File: src/rtl/uart_pkg.sv
// uart_pkg: shared UART constants and receiver state encoding.
// Used by uart_rx and the FTDI TX block; no ports.
package uart_pkg;
    localparam int DATA_BITS            = 8;
    localparam int DEFAULT_CLKS_PER_BIT = 2500;
    typedef enum logic [2:0] {IDLE, START, DATA, PARITY, STOP} rx_state_t;
endpackage

File: src/rtl/uart_rx_sync.sv
// uart_rx_sync: N-flop synchroniser for an asynchronous serial line, resets to idle-high.
// Ports: clk_i clock, rst_n async active-low reset, d_i async input, q_o synchronised output.
module uart_rx_sync #(
    parameter int N = 2
) (
    input  logic clk_i,
    input  logic rst_n,
    input  logic d_i,
    output logic q_o
);
    logic [N-1:0] ff_q;
    always_ff @(posedge clk_i or negedge rst_n) begin
        if (!rst_n) ff_q <= '1;
        else        ff_q <= {ff_q[N-2:0], d_i};
    end
    assign q_o = ff_q[N-1];
endmodule

File: src/rtl/uart_rx.sv
// uart_rx: 8N1 UART receiver (8E1 when UART_RX_PARITY_EN is defined) with a one-entry valid/ready holding register.
// Ports: clk_25mhz clock, rst_n async active-low reset, ftdi_rxd async serial input,
//        rx_data/rx_valid/rx_ready byte handshake, frame_err/overrun one-cycle error pulses,
//        parity_err one-cycle pulse (only with UART_RX_PARITY_EN).
module uart_rx
    import uart_pkg::*;
#(
    parameter int CLKS_PER_BIT = DEFAULT_CLKS_PER_BIT,
    parameter int SYNC_STAGES  = 2
) (
    input  logic                 clk_25mhz,
    input  logic                 rst_n,
    input  logic                 ftdi_rxd,
    output logic [DATA_BITS-1:0] rx_data,
    output logic                 rx_valid,
    input  logic                 rx_ready,
    output logic                 frame_err,
`ifdef UART_RX_PARITY_EN
    output logic                 parity_err,
`endif
    output logic                 overrun
);
    localparam int CW = $clog2(CLKS_PER_BIT) + 1;
    localparam logic [CW-1:0] LAST      = CW'(CLKS_PER_BIT - 1);
    localparam logic [CW-1:0] HALF_LAST = CW'(CLKS_PER_BIT / 2 - 1);

    logic                 rxd_s, rxd_prev_q;
    rx_state_t            state_q, state_d;
    logic [CW-1:0]        cnt_q, cnt_d;
    logic [2:0]           idx_q, idx_d;
    logic [DATA_BITS-1:0] shift_q, shift_d, data_q;
    logic                 valid_q, frame_err_q, overrun_q;
    logic                 stop_smp, par_ok, good;

    uart_rx_sync #(.N(SYNC_STAGES)) u_sync (
        .clk_i (clk_25mhz),
        .rst_n (rst_n),
        .d_i   (ftdi_rxd),
        .q_o   (rxd_s)
    );

`ifdef UART_RX_PARITY_EN
    logic par_q, par_d, parity_err_q;
    // Even parity: the received parity bit must equal the XOR of the data bits.
    assign par_ok     = (par_q == ^shift_q);
    assign parity_err = parity_err_q;
`else
    assign par_ok = 1'b1;
`endif

    always_comb begin
        state_d  = state_q;
        cnt_d    = cnt_q + 1'b1;
        idx_d    = idx_q;
        shift_d  = shift_q;
        stop_smp = 1'b0;
`ifdef UART_RX_PARITY_EN
        par_d    = par_q;
`endif
        case (state_q)
            IDLE: begin
                cnt_d = '0;
                if (rxd_prev_q && !rxd_s) state_d = START;
            end
            START: if (cnt_q == HALF_LAST) begin
                cnt_d   = '0;
                idx_d   = '0;
                state_d = rxd_s ? IDLE : DATA;
            end
            DATA: if (cnt_q == LAST) begin
                cnt_d          = '0;
                shift_d[idx_q] = rxd_s;
                idx_d          = idx_q + 3'd1;
`ifdef UART_RX_PARITY_EN
                if (idx_q == 3'(DATA_BITS - 1)) state_d = PARITY;
`else
                if (idx_q == 3'(DATA_BITS - 1)) state_d = STOP;
`endif
            end
`ifdef UART_RX_PARITY_EN
            PARITY: if (cnt_q == LAST) begin
                cnt_d   = '0;
                par_d   = rxd_s;
                state_d = STOP;
            end
`endif
            STOP: if (cnt_q == LAST) begin
                cnt_d    = '0;
                stop_smp = 1'b1;
                state_d  = IDLE;
            end
            default: state_d = IDLE;
        endcase
    end

    assign good = stop_smp && rxd_s && par_ok;

    always_ff @(posedge clk_25mhz or negedge rst_n) begin
        if (!rst_n) begin
            state_q     <= IDLE;
            cnt_q       <= '0;
            idx_q       <= '0;
            shift_q     <= '0;
            rxd_prev_q  <= 1'b1;
            data_q      <= '0;
            valid_q     <= 1'b0;
            frame_err_q <= 1'b0;
            overrun_q   <= 1'b0;
`ifdef UART_RX_PARITY_EN
            par_q        <= 1'b0;
            parity_err_q <= 1'b0;
`endif
        end else begin
            state_q     <= state_d;
            cnt_q       <= cnt_d;
            idx_q       <= idx_d;
            shift_q     <= shift_d;
            rxd_prev_q  <= rxd_s;
            frame_err_q <= stop_smp && !rxd_s;
            // A good byte arriving while the held byte is not being drained is dropped.
            overrun_q   <= good && valid_q && !rx_ready;
`ifdef UART_RX_PARITY_EN
            par_q        <= par_d;
            parity_err_q <= stop_smp && !par_ok;
`endif
            if (good && !(valid_q && !rx_ready)) begin
                data_q  <= shift_q;
                valid_q <= 1'b1;
            end else if (rx_ready) begin
                valid_q <= 1'b0;
            end
        end
    end

    assign rx_data   = data_q;
    assign rx_valid  = valid_q;
    assign frame_err = frame_err_q;
    assign overrun   = overrun_q;
endmodule

File: config.mk
export PLATFORM = sky130hd
export DESIGN_NAME = uart_rx
export DESIGN_NICKNAME = d
export VERILOG_FILES = /design/src/rtl/uart_pkg.sv /design/src/rtl/uart_rx_sync.sv /design/src/rtl/uart_rx.sv
export SDC_FILE = /design/constraint.sdc
export NUM_CORES = 1
export LEC_CHECK = 0
export ABC_AREA = 1
export CAP_MARGIN = 20
export CORE_MARGIN = 5
export CORE_UTILIZATION = 40
export DETAILED_ROUTE_END_ITERATION = 8
export DONT_BUFFER_PORTS = 1
export PLACE_DENSITY_LB_ADDON = 0.2
export SLEW_MARGIN = 0
export SYNTH_ARGS = -nofsm -noshare
export SYNTH_HDL_FRONTEND = slang
export SYNTH_SLANG_ARGS = --single-unit
File: constraint.sdc
create_clock -name clk_25mhz -period 1.6 [get_ports clk_25mhz]
set_input_delay 0.32 -clock clk_25mhz [delete_from_list [all_inputs] [get_ports clk_25mhz]]
set_output_delay 0.32 -clock clk_25mhz [all_outputs]
set_load 0.05 [all_outputs]
# ---- After elaboration in Yosys (flattened, before gate mapping)
# Index checks and enable logic that the tools add are counted.
dict set report classes {
  mux 20
  addsub 2
  n_eq_ne 11
  n_lt_le_gt_ge 2
  n_reduce_logical 18
}
# operator n
set ops {}
lappend ops {{13-bit one-hot mux with 3 select lines} 1}
lappend ops {{13-bit 2-to-1 mux} 2}
lappend ops {{3-bit 2-to-1 mux} 7}
lappend ops {{13-bit by 1-bit adder with 13-bit output (second input constant)} 1}
lappend ops {{13-bit by 11-bit equality test with 1-bit output (second input constant)} 1}
lappend ops {{13-bit by 12-bit equality test with 1-bit output (second input constant)} 1}
lappend ops {{3-bit one-hot mux with 4 select lines} 1}
lappend ops {{2-bit inequality test (second input constant)} 5}
lappend ops {{8-bit bitwise mux} 1}
lappend ops {{1-bit logical AND} 8}
lappend ops {{3-bit equality test (second input constant)} 2}
lappend ops {{3-bit one-hot mux with 2 select lines} 1}
lappend ops {{1-bit 2-to-1 mux} 5}
lappend ops {{5-bit AND reduction} 1}
lappend ops {{3-bit by 4-bit less-than comparator with 1-bit output (second input constant)} 1}
lappend ops {{2-bit nonzero test} 2}
lappend ops {{3-bit by 1-bit adder with 3-bit output (second input constant)} 1}
lappend ops {{1-bit demux with 3-bit select} 1}
lappend ops {{3-bit by 1-bit equality test with 1-bit output (second input constant)} 1}
lappend ops {{3-bit by 2-bit equality test with 1-bit output (second input constant)} 1}
lappend ops {{3-bit by 1-bit >= comparator with 1-bit output (second input constant)} 1}
lappend ops {{1-bit zero test} 3}
lappend ops {{3-bit zero test} 1}
lappend ops {{3-bit AND reduction} 1}
lappend ops {{other kinds (3)} 3}
dict set report totals {
  wordCells 63
  ff_bits 41
}

# ---- Depth between registers and ports, before layout
dict set report logic_depth {
  depth_word 6
  ltp_mapped 10
}

# ---- Cells and area by module
# A second synthesis with hierarchy kept.
dict set report hier_totals {
  cells_unflattened 293
  area_unflattened_um2 2378.5
}
# mod seq_area_each_um2 cells_each instances area_per_inst_um2
set by_module_without_submodules {}
lappend by_module_without_submodules {uart_rx 977.2 291 1 2326.0}
lappend by_module_without_submodules {uart_rx_sync 52.6 2 1 52.6}

# ---- Least setup slack after synthesis
# OpenSTA, ideal clock, no wires.
dict set report synth_path {
  path_kind {flip-flop to flip-flop}
  from {register cnt_q[0]}
  to {register cnt_q[0]}
  required_time_ps 1479
  path_stages_with_launch 10
  arrival_time_ps 1312
  slack_ps 168
  n_path_buf 1
  path_cell_list {dfrtp_1 ha_1 nand2_1 nor2_1 nand3_1 nand2_2 nand3_2 inv_2 buf_6 nor2_2}
}
dict set report synth_via {
  elab_chain_cells 3
  elab_cells_between_ends 6
  classes_between {add/sub (1); eq/ne (2); mux (3)}
}
# element line_no
set synth_lines {}
lappend synth_lines {{start, declared} uart_rx.sv:29} ;# logic [CW-1:0] cnt_q, cnt_d;
lappend synth_lines {{start signal, assigned} uart_rx.sv:115} ;# cnt_q <= cnt_d;
lappend synth_lines {{13-bit by 1-bit adder with 13-bit output, or another cell as far along} uart_rx.sv:53} ;# cnt_d = cnt_q + 1'b1;
lappend synth_lines {{13-bit 2-to-1 mux (on tied branches)} {uart_rx.sv:70, uart_rx.sv:87, uart_rx.sv:65}}
lappend synth_lines {{13-bit one-hot mux with 3 select lines (*)} uart_rx.sv:60} ;# case (state_q)
lappend synth_lines {{named net cnt_d[0]} uart_rx.sv:29}
# The timed path passes the listed nets; every way through them passes the cells marked *.
# A chain may end at the register's enable or synchronous reset.

# ---- Final worst setup path
dict set report layout_path {
  from {register cnt_q[1]}
  to {register cnt_q[7]}
}
# The elaborated chain is that of the path after synthesis.

==> qor.yml <==
hold_path:
  hold_path_class: "register to register"
  hold_path_end: "u_sync.ff_q[1]$_DFF_PN1_"
  min_delay_path_depth: 0
  hp-start: "u_sync.ff_q[0]$_DFF_PN1_"
worst_setup_path:
  slowest_delay_ns: 0.42
  reg2reg_slack_ns: 0.11
  critPathMostFrequentCell: "nor2_1"
  startpoint_type: "register"
  worstPathArrival_ns: 1.67
  crit_buf_inv: 2
  cpMaxStageDelayCell: "dfrtp_1"
  critical_path_class: "register to register"
  crit_path_end_kind: "register"
  cp_top_family: "simple AND/OR/NAND/NOR gates"
  cp_cell_sequence: "inv_1 > ha_1 > nand2_1 > nor2_1 > nand3_1 > nand2_2 > nand3_2 > inv_4 > nor2_1"
  crit_path_max_fanout: 11
  timing.rr.start: "cnt_q[1]$_DFF_PN0_"
  rr_worst_depth: 9
  rr_endpoint: "cnt_q[7]$_DFF_PN0_"
  worstPathRequired_ns: 1.78
clock_network:
  worstSkewPairLatency_ns: 0.29
  cts_tree: "built"
  cts_num_sinks: 41
  clk_path_buf_depth: 2
  htree_num_levels: 2
  path_clk_slew_ns: 0.08
  ctsRootBufferMaster: "clkbuf_8"
  numCtsBuffers: 5
synthesis:
  syn_area_per_cell_um2: 7.99
  synth_adder_area_share: 0.0290
  synth-simple-area-share: 0.380
  synthXorXnorAreaFrac: 0.0365
  synth_top_family_by_area: "simple AND/OR/NAND/NOR gates"
  yosys_warnings: 0
  yosysUniqueCellTypes: 26
  synth_area_um2: 2160
  syn_nets: 279
  synth_seq_area_share: 0.477
  synth_compound_area_frac: 0.0186
  synth_top_area_share: 0.441
  yosysTopAreaCell: "dfrtp_1"
  synth_mux_area_frac: 0
  syn_inst: 270
  synth_seq_cells: 41
  synthTopCellsByArea: "dfrtp_1 44%, nand2_1 15%, nor2_1 5.7%, inv_1 4.2%, nand4_1 4.1%"
global_routing:
  met2_usage: 0.198
  grt_max_degree: 42
  grtUsageMet1: 0.178
  grt_pass1_wl_um: 7410
  met3_usage: 0.0336
  grt.overflow.total: 0
  grt_busiest_layer: "met2"
  antenna_found_initial: 0
  grt_pass1_vias: 1581
  grt_util_all_layers: 0.129
sta:
  fin_hold_ws_ns: 0.358
  rsz0062_at_grt: "yes"
  fin_ws_ns: 0.108
  relSlewSlack: 0.669
  hold_viol_final: 0
  period_minus_slack_ns: 1.49
  fmax_ghz: 0.670
  maxSlewViolCount: 0
  tns_ns: 0
  worstMarginPinSlew_ns: 0.496
  setup_viol: 0
  post-route-period-util: 0.933
  worst_clock_skew_ns: 0.00311
power_and_ir_drop:
  vdd_drop_max_mv: 0.445
  p_leak_nw: 1.18
  pwr_density_cell_nw_per_um2: 1130
cells_and_area:
  n_antenna_cell: 0
  mostFrequentLayoutCell: "nand2_1"
  nFillCells: 503
  drive_gt1_frac: 0.222
  finalInstanceArea_um2: 2540
  instances_no_fill: 363
  syn2layout_area_growth_pct: 17.8
  final_cell_mix: "83 x nand2_1, 36 x dfrtp_1, 29 x nor2_1"
  nets: 301
placed_design:
  dpl-instance-area_um2: 2320
  numPortBuffers: 0
  dp_hpwl_um: 3080
  pre_cts_ws_ns: 0.0192
  placed_cells: 349
  place_congestion: 0.828
die:
  ios: 15
  die_w_um: 83.5
  chipHeight_um: 83.5
  dieArea_um2: 6960
  core-area_um2: 5170
  floorplan.initialDensity: 0.417
  rows: 26
drt:
  via_per_inst: 4.66
  drc_errors: 0
  drtIter0Drc: 66
  final_antenna_net_count: 0
  first_pass_iters: 4
  wirelength_um: 4320
  vias: 1693
  wl_per_cell_um: 11.9
flow_run:
  drv_cap: 0
outcome:
  status: "completed"
## synth_stat cells
cell type / instances
xnor2_1: 1
nand4_1: 14
nand3b_1: 2
clkinv_1: 1
inv_1: 24
dfstp_2: 3
nand3_1: 13
a21oi_1: 1
or2_2: 1
dfrtp_1: 38
nand2_2: 3
buf_6: 1
ha_1: 5
clkbuf_1: 2
nor2_1: 33
xor2_1: 8
nor3_1: 2
nor3_4: 1
nor2_2: 12
nor3_2: 2
or2_1: 1
o21ai_0: 7
nand3_2: 3
inv_2: 4
nor2_4: 2
nand2_1: 86
## worst register-to-register path, stage by stage, from the launching register on
cell and delay [ns]:
dfrtp_1 0.42, inv_1 0.10, ha_1 0.15, nand2_1 0.06
nor2_1 0.11, nand3_1 0.10, nand2_2 0.09, nand3_2 0.10
inv_4 0.19, nor2_1 0.07
## cell type report
type                    count  area, µm²  area share
inverters                  29        111      0.0438
clock inverters             3       46.3      0.0182
repair buffers             17        145      0.0571
flip-flops and latches     41       1030       0.406
well taps                  70       87.6      0.0344
multi-input cells         198       1050       0.413
clock buffers               5       68.8      0.0271
## power breakdown
group / internal, W / switching (W) / leakage (nW)
Combinational: 0.000298 / 0.000537 / 0.577
Clock: 0.000467 / 0.000382 / 0.0543
Sequential: 0.00110 / 0.0000772 / 0.553
## sequential cells by signal, summed over array words and instances (netlist names)
| name | cells |
|---|---|
| rxd_prev_q | 1 |
| frame_err | 1 |
| rx_valid | 1 |
| u_sync.ff_q | 2 |
| state_q | 3 |
| rx_data | 8 |
| overrun | 1 |
| cnt_q | 13 |
| shift_q | 8 |
| idx_q | 3 |
## what timing repair did
action / CTS / global route
buffers inserted: 0 / 2
gates resized for setup: 0 / 17
hold buffers: 2 / 1
setup endpoints to repair: 0 / 25
hold endpoints to repair: 41 / 1
## metrics by stage
step / total power [W] / utilization
after floorplan: 0.00177 / -
after global placement: 0.00194 / 0.448
after detailed placement: 0.00194 / 0.448
after CTS: 0.00283 / 0.476
after global routing: 0.00306 / 0.492
final: 0.00287 / 0.492
## kinds of logic (layout without fill, tap and decap cells)
group | after synthesis | after routing
AND/OR/NAND/NOR | 175 | 176
flip-flops | 41 | 41
buffers and inverters | 32 | 54
XOR/XNOR | 9 | 9
AO/OA/AOI/OAI | 8 | 8
adder cells (fa/ha/maj) | 5 | 5
## per-layer routing
layer  routed length [µm]  up-vias
met2                 1910       37
met4                   46        0
li1                     -      895
met5                    0        -
met1                 2130      756
met3                  242        5
## how the worst max path moves through the flow
stage,from,endpoint,depth (start not counted)
floorplan,cnt_q[0]$_DFF_PN0_,cnt_q[0]$_DFF_PN0_,9
global placement,cnt_q[0]$_DFF_PN0_,rx_data[3]$_DFFE_PN0P_,8
detailed placement,cnt_q[1]$_DFF_PN0_,cnt_q[7]$_DFF_PN0_,8
CTS,cnt_q[1]$_DFF_PN0_,cnt_q[7]$_DFF_PN0_,8
global route,cnt_q[0]$_DFF_PN0_,shift_q[5]$_DFFE_PN0P_,8
finish,cnt_q[1]$_DFF_PN0_,cnt_q[7]$_DFF_PN0_,9
Power figures use the tool's default switching activity.
